==> config.mk <==
export PLATFORM = sky130hd
export DESIGN_NAME = hex_binary_serializer_flat
export DESIGN_NICKNAME = d
export VERILOG_FILES = /design/src/rtl/hex_binary_serializer_if.sv /design/src/rtl/hex_binary_serializer.sv /design/src/flat_wrapper.sv
export SDC_FILE = /design/constraint.sdc
export NUM_CORES = 1
export LEC_CHECK = 0
export CAP_MARGIN = 20
export CORE_MARGIN = 10
export CORE_UTILIZATION = 30
export DETAILED_ROUTE_END_ITERATION = 7
export SETUP_SLACK_MARGIN = 0.1
export SYNTH_ARGS = -nofsm -noshare
export SYNTH_HDL_FRONTEND = slang
export SYNTH_SLANG_ARGS = --single-unit
==> constraint.sdc <==
create_clock -name clk -period 2.9 [get_ports clk]
set_clock_uncertainty 0.1 [all_clocks]
set_input_delay 0.29 -clock clk [delete_from_list [all_inputs] [get_ports clk]]
set_output_delay 0.29 -clock clk [all_outputs]
set_load 0.05 [all_outputs]
==> src/rtl/hex_binary_serializer_if.sv <==
// Valid/ready bus between a hex line-vector source and the binary index consumer.
// Both handshakes and all result flags live here; clk/rst_n stay plain ports.
interface hex_binary_serializer_if #(
    parameter int unsigned WIDTH = 16,
    parameter int unsigned IDX_W = 4
);
    logic             in_valid;
    logic             in_ready;
    logic [WIDTH-1:0] hex;
    logic             out_valid;
    logic             out_ready;
    logic [IDX_W-1:0] binary;
    logic             out_last;
    logic             multi_hot;
    logic             err_zero;

    // Source side: offers vectors and consumes indices.
    modport master (
        output in_valid, hex, out_ready,
        input  in_ready, out_valid, binary, out_last, multi_hot, err_zero
    );

    // Serializer side.
    modport slave (
        input  in_valid, hex, out_ready,
        output in_ready, out_valid, binary, out_last, multi_hot, err_zero
    );
endinterface

==> src/rtl/hex_binary_serializer.sv <==
// Serializes a hex line vector into the binary indices of its set lines, lowest first,
// one index per accepted output beat.
module hex_binary_serializer #(
    parameter int unsigned WIDTH = 16,
    parameter int unsigned IDX_W = 4
) (
    input  logic                    clk,
    input  logic                    rst_n,
    hex_binary_serializer_if.slave  bus
);

    localparam logic [0:0] IDLE = 1'b0;
    localparam logic [0:0] EMIT = 1'b1;

    logic [0:0]       state_q,     state_d;
    logic [WIDTH-1:0] pending_q,   pending_d;
    logic [IDX_W-1:0] binary_q,    binary_d;
    logic             out_valid_q, out_valid_d;
    logic             out_last_q,  out_last_d;
    logic             multi_hot_q, multi_hot_d;
    logic             err_zero_q,  err_zero_d;
    logic             in_ready_q,  in_ready_d;

    // Priority scan: the last hit walking downward is the lowest set line.
    function automatic logic [IDX_W-1:0] lowest_set(input logic [WIDTH-1:0] v);
        logic [IDX_W-1:0] idx;
        idx = '0;
        for (int i = int'(WIDTH) - 1; i >= 0; i--) begin
            if (v[i]) idx = IDX_W'(i);
        end
        return idx;
    endfunction

    // Clears the lowest set bit.
    function automatic logic [WIDTH-1:0] drop_lowest(input logic [WIDTH-1:0] v);
        return v & (v - WIDTH'(1));
    endfunction

    always_ff @(posedge clk or negedge rst_n) begin
        if (!rst_n) begin
            state_q     <= IDLE;
            pending_q   <= '0;
            binary_q    <= '0;
            out_valid_q <= 1'b0;
            out_last_q  <= 1'b0;
            multi_hot_q <= 1'b0;
            err_zero_q  <= 1'b0;
            in_ready_q  <= 1'b0;
        end else begin
            state_q     <= state_d;
            pending_q   <= pending_d;
            binary_q    <= binary_d;
            out_valid_q <= out_valid_d;
            out_last_q  <= out_last_d;
            multi_hot_q <= multi_hot_d;
            err_zero_q  <= err_zero_d;
            in_ready_q  <= in_ready_d;
        end
    end

    always_comb begin
        state_d     = state_q;
        pending_d   = pending_q;
        binary_d    = binary_q;
        out_valid_d = out_valid_q;
        out_last_d  = out_last_q;
        multi_hot_d = multi_hot_q;
        err_zero_d  = 1'b0;

        case (state_q)
            IDLE: begin
                // in_ready_q gates acceptance so the first edge after reset cannot take a vector.
                if (bus.in_valid && in_ready_q) begin
                    if (bus.hex != '0) begin
                        binary_d    = lowest_set(bus.hex);
                        pending_d   = drop_lowest(bus.hex);
                        out_last_d  = (pending_d == '0);
                        multi_hot_d = (pending_d != '0);
                        out_valid_d = 1'b1;
                        state_d     = EMIT;
                    end else begin
                        err_zero_d  = 1'b1;
                    end
                end
            end
            EMIT: begin
                if (out_valid_q && bus.out_ready) begin
                    if (!out_last_q) begin
                        binary_d    = lowest_set(pending_q);
                        pending_d   = drop_lowest(pending_q);
                        out_last_d  = (pending_d == '0);
                    end else begin
                        out_valid_d = 1'b0;
                        out_last_d  = 1'b0;
                        multi_hot_d = 1'b0;
                        pending_d   = '0;
                        state_d     = IDLE;
                    end
                end
            end
            default: begin
                state_d     = IDLE;
                out_valid_d = 1'b0;
                out_last_d  = 1'b0;
                multi_hot_d = 1'b0;
                pending_d   = '0;
            end
        endcase

        in_ready_d = (state_d == IDLE);
    end

    assign bus.in_ready  = in_ready_q;
    assign bus.out_valid = out_valid_q;
    assign bus.binary    = binary_q;
    assign bus.out_last  = out_last_q;
    assign bus.multi_hot = multi_hot_q;
    assign bus.err_zero  = err_zero_q;

endmodule
==> src/flat_wrapper.sv <==
// flat-port wrapper written by rule: the top's interface ports become plain ports
module hex_binary_serializer_flat 
#(
    parameter int unsigned WIDTH = 16,
    parameter int unsigned IDX_W = 4
)
  (clk, rst_n, bus_in_valid, bus_hex, bus_out_ready, bus_in_ready, bus_out_valid, bus_binary, bus_out_last, bus_multi_hot, bus_err_zero);
  hex_binary_serializer_if #(.WIDTH(WIDTH), .IDX_W(IDX_W)) bus_i ();
  input  logic clk;
  input  logic rst_n;
  input wire logic [$bits(bus_i.in_valid)-1:0] bus_in_valid;
  input wire logic [$bits(bus_i.hex)-1:0] bus_hex;
  input wire logic [$bits(bus_i.out_ready)-1:0] bus_out_ready;
  output wire logic [$bits(bus_i.in_ready)-1:0] bus_in_ready;
  output wire logic [$bits(bus_i.out_valid)-1:0] bus_out_valid;
  output wire logic [$bits(bus_i.binary)-1:0] bus_binary;
  output wire logic [$bits(bus_i.out_last)-1:0] bus_out_last;
  output wire logic [$bits(bus_i.multi_hot)-1:0] bus_multi_hot;
  output wire logic [$bits(bus_i.err_zero)-1:0] bus_err_zero;
  assign bus_i.in_valid = bus_in_valid;
  assign bus_i.hex = bus_hex;
  assign bus_i.out_ready = bus_out_ready;
  assign bus_in_ready = bus_i.in_ready;
  assign bus_out_valid = bus_i.out_valid;
  assign bus_binary = bus_i.binary;
  assign bus_out_last = bus_i.out_last;
  assign bus_multi_hot = bus_i.multi_hot;
  assign bus_err_zero = bus_i.err_zero;
  hex_binary_serializer #(.WIDTH(WIDTH), .IDX_W(IDX_W)) u_core (.clk(clk), .rst_n(rst_n), .bus(bus_i));
endmodule
==> results of run 1 <==
==> worst max path at each step <==
| stage | start | endpoint | slack [ps] | depth (start not counted) |
|---|---|---|---|---|
| floorplan | u_core.bus.in_ready$_DFF_PN0_ | u_core.pending_q[4]$_DFFE_PN0P_ | 650 | 7 |
| global placement | bus_hex[2] | u_core.bus.out_last$_DFFE_PN0P_ | 190 | 7 |
| detailed placement | bus_hex[2] | u_core.bus.out_last$_DFFE_PN0P_ | 80 | 7 |
| CTS | bus_hex[2] | u_core.bus.out_last$_DFFE_PN0P_ | 350 | 7 |
| global route | u_core.pending_q[1]$_DFFE_PN0P_ | u_core.bus.out_last$_DFFE_PN0P_ | 220 | 5 |
| finish | bus_hex[2] | u_core.bus.out_last$_DFFE_PN0P_ | 360 | 7 |
==> synth_stat cells, drive strengths merged (4+ instances only) <==
cell type | instances | area share
a32o | 4 | 0.022
nand2 | 19 | 0.041
o21ai | 29 | 0.080
nor4 | 6 | 0.039
o21a | 4 | 0.016
inv | 10 | 0.021
a21oi | 11 | 0.030
o31ai | 9 | 0.037
o211ai | 5 | 0.021
nor3 | 18 | 0.049
nand3 | 12 | 0.036
nor2b | 5 | 0.017
or3 | 4 | 0.014
clkbuf | 9 | 0.019
nor2 | 28 | 0.058
dfrtp | 25 | 0.34
==> sequential cells by signal, indices dropped and copies added (netlist names) <==
name                  cells
u_core.bus.in_ready       1
u_core.pending_q         15
u_core.bus.binary         4
u_core.bus.err_zero       1
u_core.bus.out_valid      1
u_core.state_q            1
u_core.bus.out_last       1
u_core.bus.multi_hot      1
==> cell families after synthesis <==
kind of cell / after synthesis
mux: 1
simple gates: 104
buf+inv: 22
flops: 25
compound gates: 82
==> power by group <==
group          switching [mW]  internal [mW]  leakage (nW)
sequential              0.238          0.495         0.315
clock                   0.116         0.0985        0.0228
combinational           0.716          0.495         0.559
total                    1.07           1.09         0.896
==> layout by cell type (no fill, tap or decap), types with 2 or more instances in the layout <==
master and instances:
a2111oi_0 2, a211o_1 2, a211oi_1 3, a21oi_1 11, a31oi_1 2, a32o_1 4, buf_4 19, clkbuf_8 3
clkdlybuf4s50_1 28, dfrtp_1 25, inv_1 10, nand2_1 18, nand2b_1 2, nand3_1 11, nand4_1 3, nor2_1 28
nor2b_1 5, nor3_1 18, nor4_1 2, nor4_2 3, o211ai_1 5, o21a_1 4, o21ai_0 16, o21ai_1 13
o31ai_1 9, or3_1 4, or4_1 3
==> worst max-delay path: stages <==
cell             delay (ps)
clkdlybuf4s50_1         540
nor4_4                  550
nand3_1                 200
o21ai_1                 240
o211ai_1                140
or4_1                   510
a31oi_1                 160
==> through the flow <==
| step | area (um2) | hold WS, ps | setup WS [ps] | power, mW | std cells |
|---|---|---|---|---|---|
| after floorplan | 1820 | -106 | 655 | 1.52 | 234 |
| after global placement | 2280 | 362 | 195 | 1.95 | 344 |
| after detailed placement | 2280 | 375 | 80.4 | 1.94 | 344 |
| after CTS | 2330 | 305 | 348 | 2.16 | 348 |
| after global routing | 2330 | 312 | 219 | 2.34 | 348 |
| final | 2330 | 288 | 358 | 2.16 | 348 |
==> metal layers <==
metal  routed length, um  share of wire  track usage  up-vias
li1                    -              -            -      962
met3                 163          0.029      0.00705        8
met2                2610           0.47        0.183       55
met1                2680           0.48        0.149      933
met4                 102          0.018       0.0503        0
met5                   0              0            0        -
==> final cells by class <==
type,count,area (um2),area share
Multi-Input combinational cell,187,1100,0.474
Tap cell,75,93.8,0.0403
Timing Repair Buffer,47,423,0.182
Sequential cell,25,626,0.269
Inverter,10,37.5,0.0161
Clock buffer,4,45.0,0.0194
==> impl_metrics.ini, run 1 <==
[global_route]
grt_use_total = 0.113
gr-total-overflow = 0
grt_max_degree = 26
first_global_vias = 1912
antenna_found_initial = 0
grt_first_pass_wirelength_um = 9400

[worst_setup_path]
reg2reg_to = u_core.pending_q[11]$_DFFE_PN0P_
r2r-start = u_core.pending_q[1]$_DFFE_PN0P_
critical_path_class = in -> reg
critPathMaxFanout = 6
cp-end-kind = flip-flop
worst-endpoint-arrival_ps = 2640
required_ps = 3000
regToRegSetupSlack_ps = 380
ff2ff_path_depth = 5
startpoint_type = input port

[synth]
synth_cell_types = 46
synthAdderAreaFrac = 0
synth_flop_cell = dfrtp_1
synth_compound_area_frac = 0.302
async_reset_ff_frac = 1.00
ys_ff_latch = 25
synth_top_family_by_area = compound AO/OA/AOI/OAI gates
synth_xor_area_frac = 0
synthMuxAreaShare = 0.00619
synthSimpleGateAreaFrac = 0.297
synth_edf_count = 0
synthCells = 234
avgSynthCellArea_um2 = 7.78
ys_warn_count = 0
syn_area_um2 = 1820
syn_nets = 254
seq_area_frac_synth = 0.344

[finish]
area_delta_synth_final_pct = 27.8
fillers = 603
finish.utilization = 0.393
drive_above_1_share = 0.117
final_nets = 294
diodes = 0

[floorplanning]
die-height_um = 97.9
die_x_um = 97.9
core-area_um2 = 5920
num_rows = 28
ios = 29
initial_core_util = 0.307
die-area_um2 = 9580

[clock_tree]
ctsHoldBuffers = 0
clockBufferDepth = 2
htreeDepth = 1
postCtsSetupBuffers = 0
root_buffer = clkbuf_8
cts_inserted_buffers = 3
tritoncts = yes
clk_latency_ps = 270
postCtsResizedCells = 0
clkTransAtPathRegs_ps = 90
cts_sinks = 25

[route]
dr.first_iter.drc_count = 190
via_count = 1958
wl_per_cell_um = 16.0
via_per_inst = 5.63
first_pass_iters = 4
ant_nets = 0
drt-total-wl_um = 5560
drc = 0

[sta]
period_share = 0.877
clock.fmax_ghz = 0.393
worst_slew_pin_slew_ps = 559
fin_tns_setup_ps = 0
grt_setup_unrepaired = no
finalHoldViolCount = 0
drv_slew = 0
post-route-min-period_ps = 2540
max-slew-margin-rel = 0.627
setup_viol = 0

[power_and_ir_drop]
p_leak_nw = 0.896
power_density_nw_per_um2 = 928
ir_worst_vdd_uv = 321

[placement]
post-dp-hpwl_um = 4360
port_buffers = 28
place_congestion = 0.899

[hold_path]
holdCritPathClass = in -> async

[job]
cap_violations = 0

[outcome]
status = finished, final reports clean
No activity file was read; power rests on OpenSTA's default activity.
==> run 2, diff against run 1 <==
Clock period 2.9 ns to 2.35 ns, I/O delays scaled along.
==> run 2 against run 1 <==
Against the previous run:
- non-clock buffer count up 23
- critical path depth up 1
- clock power up 20%
- sequential power up 15%
- global-route usage up 0.65 points
- die area unchanged
- largest power group unchanged
- largest cell class unchanged
- count of clock-buffer cells in the layout unchanged
- first-iteration DRC count down 22%
==> impl_metrics.ini, run 2 (synthesized netlist as in run 1, its figures left out) <==
[outcome]
status = finished, final reports clean

[floorplanning]
ios = 29
die-area_um2 = 9580
num_rows = 28
core-area_um2 = 5920
initial_core_util = 0.307
die_x_um = 97.9
die-height_um = 97.9

[route]
dr.first_iter.drc_count = 149
first_pass_iters = 4
drc = 0
ant_nets = 0
via_count = 2043
via_per_inst = 5.51
wl_per_cell_um = 15.8
drt-total-wl_um = 5840

[worst_setup_path]
crit_end = u_core.bus.out_last$_DFFE_PN0P_
slowest_stage = or4_1
cp-end-kind = flip-flop
startpoint_type = input port
startpoint = bus_hex[3]
crit_chain = clkdlybuf4s50_1 -> nor4_2 -> buf_4 -> nand3_2 -> nor3_2 -> o211ai_1 -> or4_1 -> a31oi_1
ff2ff_path_depth = 8
critPathMaxFanout = 4
worst-endpoint-arrival_ps = 2220
reg2reg_to = u_core.bus.out_last$_DFFE_PN0P_
r2r-start = u_core.pending_q[5]$_DFFE_PN0P_
critical_path_class = in -> reg
cp_slowest_stage_delay_ps = 510
required_ps = 2440
regToRegSetupSlack_ps = 260

[finish]
layout_commonest_cell = buf_4
largest_register = u_core.pending_q
final_nets = 317
fillers = 586
diodes = 0
largest_register_ffs = 15
drive_above_1_share = 0.199
area_delta_synth_final_pct = 39.5
layout_common_cells = 42 x buf_4, 28 x nor2_1, 25 x clkdlybuf4s50_1, 25 x dfrtp_1, 18 x nand2_1

[global_route]
antenna_found_initial = 0
grt_first_pass_wirelength_um = 9830
gr-total-overflow = 0
grt_max_degree = 26
grt_use_total = 0.119
first_global_vias = 1992

[placement]
dp_slack_ps = -139
place_congestion = 0.915
port_buffers = 28
post-dp-hpwl_um = 4680

[job]
cap_violations = 0

[sta]
worst_slew_pin_slew_ps = 507
max-slew-margin-rel = 0.661
drv_slew = 0
post-route-min-period_ps = 2130
setup_ws_ps = 220
fin_tns_setup_ps = 0
hold_slack_ps = 224
clock.fmax_ghz = 0.469
setup_viol = 0
period_share = 0.906
finalHoldViolCount = 0
grt_setup_unrepaired = yes

[clock_tree]
root_buffer = clkbuf_8
clockBufferDepth = 2
clkTransAtPathRegs_ps = 90
htreeDepth = 1
tritoncts = yes
clk_latency_ps = 270
cts_inserted_buffers = 3
postCtsSetupBuffers = 0
cts_sinks = 25

[power_and_ir_drop]
pwr-share-comb = 0.615
power_density_nw_per_um2 = 1120
ir_worst_vdd_uv = 376
switching_power_mw = 1.38
clockPowerShare = 0.091
seq_power_share = 0.294
switching_share = 0.482
p_leak_nw = 1.04
intPower_mw = 1.48
power_mw = 2.86

[hold_path]
holdCritPathClass = in -> async
[run 2: cell type report]
| type | instances | area [um2] | share of cell area |
|---|---|---|---|
| multi-input combinational | 187 | 1130 | 0.447 |
| clock buffer | 4 | 45.0 | 0.0177 |
| inverter | 10 | 37.5 | 0.0148 |
| tap | 75 | 93.8 | 0.0369 |
| sequential | 25 | 626 | 0.246 |
| timing repair buffer | 70 | 603 | 0.237 |
[run 2: worst min-delay path by stage]
stage	startpoint	end	slack (ps)	cells past startpoint
final	rst_n	u_core.state_q$_DFF_PN0_	220	2
after global routing	rst_n	u_core.bus.binary[1]$_DFFE_PN0P_	260	2
after CTS	rst_n	u_core.bus.binary[3]$_DFFE_PN0P_	230	2
after detailed placement	u_core.bus.binary[0]$_DFFE_PN0P_	u_core.bus.binary[0]$_DFFE_PN0P_	370	2
after global placement	u_core.bus.binary[0]$_DFFE_PN0P_	u_core.bus.binary[0]$_DFFE_PN0P_	360	2
after floorplan	rst_n	u_core.bus.binary[0]$_DFFE_PN0P_	-160	0
[run 2: what timing repair did]
item / 4_1_cts / 5_1_grt
gates resized for setup: 0 / 9
hold buffers: 0 / 0
setup endpoints to repair: 0 / 6
[run 2: critical path, delay by kind of cell]
family / cells / cell delay, ps
AND/OR/NAND/NOR: 4 / 1090
AO/OA/AOI/OAI: 2 / 290
buffers and inverters: 2 / 610
[run 2: routing by layer]
layer	share of wire	global-route usage
met4	0.031	0.0582
met5	0	0
met2	0.46	0.187
met3	0.037	0.0127
met1	0.47	0.158
[run 2: power groups by stage]
stage          clock network [mW]  registers (mW)  logic [mW]
2_1_floorplan                   0            1.00       0.874
6_report                    0.259           0.841        1.76
4_1_cts                     0.271           0.829        1.74
3_3_place_gp                    0           0.831        1.72
3_5_place_dp                    0           0.838        1.73
5_1_grt                     0.281           0.863        1.92
[run 2: metrics by stage]
| step | util | cell area (um2) | instances |
|---|---|---|---|
| global route | 0.429 | 2540 | 371 |
| detailed placement | 0.415 | 2450 | 367 |
| finish | 0.429 | 2540 | 371 |
| global placement | 0.415 | 2450 | 367 |
| CTS | 0.422 | 2500 | 371 |
| floorplan | - | 1820 | 234 |
